**src/rtl/i2c_regfile_pkg.sv**
```systemverilog
// i2c_regfile_pkg: phase encoding and defaults shared by the I2C register-file controller.
package i2c_regfile_pkg;

    typedef enum logic [1:0] {
        IDLE = 2'b00,
        PTR  = 2'b01,
        DATA = 2'b10
    } phase_t;

    localparam logic [7:0] RESET_VAL_DEF = 8'h00;

endpackage

```
**src/rtl/i2c_regfile_mem.sv**
```systemverilog
// i2c_regfile_mem: register array with one synchronous write/read port and reset init.
module i2c_regfile_mem
    import i2c_regfile_pkg::*;
#(
    parameter int         REG_COUNT = 16,
    parameter int         PTR_W     = 4,
    parameter logic [7:0] RESET_VAL = RESET_VAL_DEF
) (
    input  logic             clk,
    input  logic             rst,
    input  logic             we,
    input  logic             re,
    input  logic [PTR_W-1:0] addr,
    input  logic [7:0]       wdata,
    output logic [7:0]       rdata
);

    logic [7:0] regs [REG_COUNT];

    always_ff @(posedge clk) begin
        if (rst) begin
            for (int i = 0; i < REG_COUNT; i++) regs[i] <= RESET_VAL;
            rdata <= 8'h00;
        end else begin
            if (we) regs[addr] <= wdata;
            if (re) rdata <= regs[addr];
        end
    end

endmodule

```
**src/rtl/i2c_regfile_ctrl.sv**
```systemverilog
// i2c_regfile_ctrl: sequences an i2c_slave as a byte-addressed register file shared with a host port.
// Define I2C_REGFILE_WR_IRQ_EN to add the wr_irq/wr_idx write notification outputs.
module i2c_regfile_ctrl
    import i2c_regfile_pkg::*;
#(
    parameter int         REG_COUNT = 16,
    parameter int         PTR_W     = 4,
    parameter logic [7:0] RESET_VAL = RESET_VAL_DEF
) (
    input  logic             clk,
    input  logic             rst,
    input  logic             i2c_busy,
    input  logic             i2c_data_available,
    input  logic             i2c_data_request,
    input  logic [7:0]       i2c_data_o,
    output logic [7:0]       i2c_data_i,
    input  logic             host_req,
    input  logic             host_we,
    input  logic [PTR_W-1:0] host_addr,
    input  logic [7:0]       host_wdata,
    output logic [7:0]       host_rdata,
    output logic             host_ack,
    output logic [PTR_W-1:0] ptr
`ifdef I2C_REGFILE_WR_IRQ_EN
    ,
    output logic             wr_irq,
    output logic [PTR_W-1:0] wr_idx
`endif
);

    phase_t           phase, phase_nxt;
    logic             busy_q, da_q, dr_q;
    logic             busy_rise, busy_fall, wr_evt, rd_evt;
    logic             wr_evt_d, rd_fetch_d;
    logic             ptr_wr, i2c_wr, i2c_rd, i2c_acc, host_svc;
    logic             mem_we, mem_re;
    logic [PTR_W-1:0] mem_addr;
    logic [7:0]       mem_wdata, mem_rdata;

    // Edge registers keep sampling through reset so a busy line held high is not seen as a new start.
    always_ff @(posedge clk) begin
        busy_q <= i2c_busy;
        da_q   <= i2c_data_available;
        dr_q   <= i2c_data_request;
    end

    assign busy_rise = i2c_busy & ~busy_q;
    assign busy_fall = ~i2c_busy & busy_q;
    assign wr_evt    = i2c_data_available & ~da_q;
    assign rd_evt    = i2c_data_request & ~dr_q;

    always_ff @(posedge clk) begin
        if (rst) phase <= IDLE;
        else     phase <= phase_nxt;
    end

    always_comb begin
        phase_nxt = busy_fall                                  ? IDLE :
                    (phase == IDLE && busy_rise)               ? PTR  :
                    (phase == PTR && (wr_evt_d || rd_evt))     ? DATA :
                    phase;
    end

    always_comb begin
        ptr_wr    = wr_evt_d && phase == PTR;
        i2c_wr    = wr_evt_d && phase == DATA;
        i2c_rd    = rd_evt && phase != IDLE;
        i2c_acc   = i2c_wr || i2c_rd;
        host_svc  = host_req && !i2c_acc && !host_ack;
        mem_we    = i2c_wr || (host_svc && host_we);
        mem_re    = i2c_rd || (host_svc && !host_we);
        mem_addr  = i2c_acc ? ptr : host_addr;
        mem_wdata = i2c_wr ? i2c_data_o : host_wdata;
    end

    always_ff @(posedge clk) begin
        if (rst) begin
            ptr        <= '0;
            i2c_data_i <= 8'h00;
            host_ack   <= 1'b0;
            wr_evt_d   <= 1'b0;
            rd_fetch_d <= 1'b0;
        end else begin
            wr_evt_d   <= wr_evt;
            rd_fetch_d <= i2c_rd;
            host_ack   <= host_svc;
            if (rd_fetch_d) i2c_data_i <= mem_rdata;
            if (ptr_wr) ptr <= i2c_data_o[PTR_W-1:0];
            else if (i2c_acc) ptr <= ptr + PTR_W'(1);
        end
    end

    // Read data sits in the memory output register until the next read of either side.
    assign host_rdata = mem_rdata;

    i2c_regfile_mem #(
        .REG_COUNT (REG_COUNT),
        .PTR_W     (PTR_W),
        .RESET_VAL (RESET_VAL)
    ) u_mem (
        .clk   (clk),
        .rst   (rst),
        .we    (mem_we),
        .re    (mem_re),
        .addr  (mem_addr),
        .wdata (mem_wdata),
        .rdata (mem_rdata)
    );

`ifdef I2C_REGFILE_WR_IRQ_EN
    always_ff @(posedge clk) begin
        if (rst) begin
            wr_irq <= 1'b0;
            wr_idx <= '0;
        end else begin
            wr_irq <= i2c_wr;
            if (i2c_wr) wr_idx <= ptr;
        end
    end
`endif

endmodule

```
**config.mk**
```make
export PLATFORM = sky130hd
export DESIGN_NAME = i2c_regfile_ctrl
export DESIGN_NICKNAME = d
export VERILOG_FILES = /design/src/rtl/i2c_regfile_pkg.sv /design/src/rtl/i2c_regfile_mem.sv /design/src/rtl/i2c_regfile_ctrl.sv
export SDC_FILE = /design/constraint.sdc
export NUM_CORES = 1
export LEC_CHECK = 0
export BUFFER_PORTS_ARGS = -buffer_cell sky130_fd_sc_hd__buf_4
export CORE_ASPECT_RATIO = 1.4
export CORE_MARGIN = 3
export CORE_UTILIZATION = 35
export CTS_CLUSTER_SIZE = 28
export DETAILED_ROUTE_END_ITERATION = 8
export GPL_TIMING_DRIVEN = 0
export PLACE_DENSITY = 0.52
export SLEW_MARGIN = 25
export SYNTH_ARGS = -nofsm -noshare
export SYNTH_HDL_FRONTEND = slang
export SYNTH_SLANG_ARGS = --single-unit
export TNS_END_PERCENT = 20
```
**constraint.sdc**
```tcl
create_clock -name clk -period 2.92 [get_ports clk]
set_input_delay 0.292 -clock clk [delete_from_list [all_inputs] [get_ports clk]]
set_output_delay 0.292 -clock clk [all_outputs]
set_load 0.05 [all_outputs]
```
==> out/results.txt <==
status: complete, no violations
DRT Wirelength: 18.3 mm
diode count: 0
actual slew at the worst max-slew pin: 0.748 ns
Post-DP HPWL: 12.8 mm
Syn Std Cell Area: 6540 um2
Unique masters post-synth: 37
total gr overflow: 0
ys flop type: edfxtp_1
initial antenna violation count: 0
Final Hold Fails: 0
Crit path required time: 2.99 ns
sequential-to-total area share from yosys stat: 67.4%
most frequent cells in the layout: nor2_1, edfxtp_1, buf_4, nand2_1, a21oi_1
Hold WS: 0.123 ns
Clock Latency Late Sink: 0.42 ns
die height: 168 um
Final Util: 44.1%
Total GRT Usage: 18.3%
IO Pins: 48
aggregate negative setup slack: 0 ns
Max Freq: 0.349 GHz
Final Max Tran Viols: 0
final worst slack: 0.0582 ns
clk_skew: 0.0107 ns
CTS Buf Count: 17
Setup-failing EPs final: 0
Tmin final: 2.86 ns
fillers: 1698
CTS Sinks: 156
Post-synth EDFFs: 128
Setup WS pre-CTS: -0.555 ns
synthesis-to-layout area growth: 22.5%
cell area power density: 668 nW/um2
core area: 18100 um2
# rows: 58
Tcrit/Tclk final: 98.0%
Critical Path Source Type: flop
Lkg Pwr: 2.81 nW
port bufs: 47
footprint of the multi-input gates: 2130 um2
Hold Crit Class: primary input to flop
Avg Inst Size Synth: 11.8 um2
vias: 4719
Non-Filler Instances: 878
FF+latch count, synth: 156
drt wl/cell: 20.9 um
CTS Root Buffer Type: clkbuf_16
Pwr Total: 5.35 mW
Post-DP Area: 7190 um2
drt pass-1 iters: 5
pin count of the biggest net entering global routing: 17
die width: 121 um
first-pass GRT wire length: 27.5 mm
number of global-route vias before repair: 4613
share of Yosys cell area claimed by the top area cell type: 58.8%
CTS H-tree depth: 4
top cells by area, synth: edfxtp_1, nor2_1, dfxtp_1
RSZ-0062 raised after global routing: yes
nets: 653
Vias/cell: 5.37
CTS Buffer Depth: 2
Initial Utilization: 36.0%
Routability Congestion: 0.818
Crit Path Class: flop to flop
Initial DRC Count: 506
layout cells sized above 1: 18.3%
most common cell after layout, fill and taps aside: nor2_1
# placed instances: 842
crit path max fanout: 10
cell taking the most area after synthesis: edfxtp_1
CTS tree: built
relative slew slack: 49.1%
die area: 20400 um2
fin area: 8010 um2
FF/Latch Area: 4400 um2
number of max-cap violations: 0
Async SR Flop Fraction: 0%
Ys Warns: 0
synthesized net count: 583
Post-DRT Antenna Nets: 0
Clock transition at path regs: 0.07 ns
drt drc: 0
Syn Inst Count: 555
IR drop worst, VDD: 434 uV
Setup crit end kind: flop
reg2reg setup slack: 0.06 ns
Critical Path AT: 2.93 ns
layout make-up:
class,count,area share [%]
flip-flops and latches,156,55.0
multi-input cells,366,26.6
clock buffers,18,5.36
repair buffers,52,4.97
well taps,240,3.75
clock inverters,14,2.58
plain buffers,28,1.52
inverters,4,0.188
worst max-delay path, stage by stage (launching register included):
cell and delay [ns]:
dfxtp_1 0.31, buf_4 0.17, nor2b_4 0.07, o22ai_4 0.28, mux2i_2 0.61, clkbuf_2 0.39
nand2_1 0.28, nand2b_1 0.41
per-layer routing:
layer | wire length, um | GRT usage, % | up-vias
met5 | 0 | 0 | -
met4 | 532 | 7.17 | 0
met3 | 951 | 2.84 | 32
met2 | 9700 | 32.7 | 165
met1 | 7120 | 21.8 | 2341
li1 | - | - | 2181
flip-flops by register name, indices dropped and copies added (netlist names):
signal,cells
dr_q,1
phase,2
wr_evt_d,1
u_mem.regs,128
da_q,1
busy_q,1
ptr,4
u_mem.rdata,8
rd_fetch_d,1
i2c_data_i,8
host_ack,1
cell families after synthesis:
| group | after synthesis | share of synthesized area (%) |
|---|---|---|
| AO/OA/AOI/OAI | 105 | 11.6 |
| XOR/XNOR | 3 | 0.402 |
| adder cells (fa/ha/maj) | 1 | 0.191 |
| buffers and inverters | 33 | 2.01 |
| flip-flops | 156 | 67.4 |
| multiplexers | 20 | 3.14 |
| AND/OR/NAND/NOR | 237 | 15.3 |
cells in the mapped netlist, types with 4 or more instances:
cell type  instances
a222oi_1          16
nand2b_1          20
mux2i_1           18
edfxtp_1         128
dfxtp_1           28
a21oi_1           33
a211oi_1          11
nor4_1             8
clkbuf_1          23
nor2_1           156
nand2_1           41
a22oi_1           32
a31oi_1            4
inv_1              4
path summary, 6_finish.rpt:
check,endpoint,cells after the start,startpoint
setup reg to reg,u_mem.regs[15][2],7,phase[0]
hold reg to reg,wr_evt_d,1,da_q
hold / removal,phase[0],2,rst
setup / recovery,u_mem.regs[15][2],7,phase[0]
repair_timing:
item / CTS / global route
pin swaps: 1 / 2
gates resized for setup: 17 / 18
setup buffers: 0 / 2
cloned: 0 / 0
setup endpoints to repair: 196 / 216
hold buffers: 3 / 0
endpoints found under the hold margin: 3 / 0
report_power, final:
group | internal [mW] | switching (mW)
Combinational | 0.136 | 0.308
Sequential | 2.49 | 0.0335
Clock | 1.45 | 0.934
Total | 4.07 | 1.28
No activity file was read; power rests on OpenSTA's default activity.
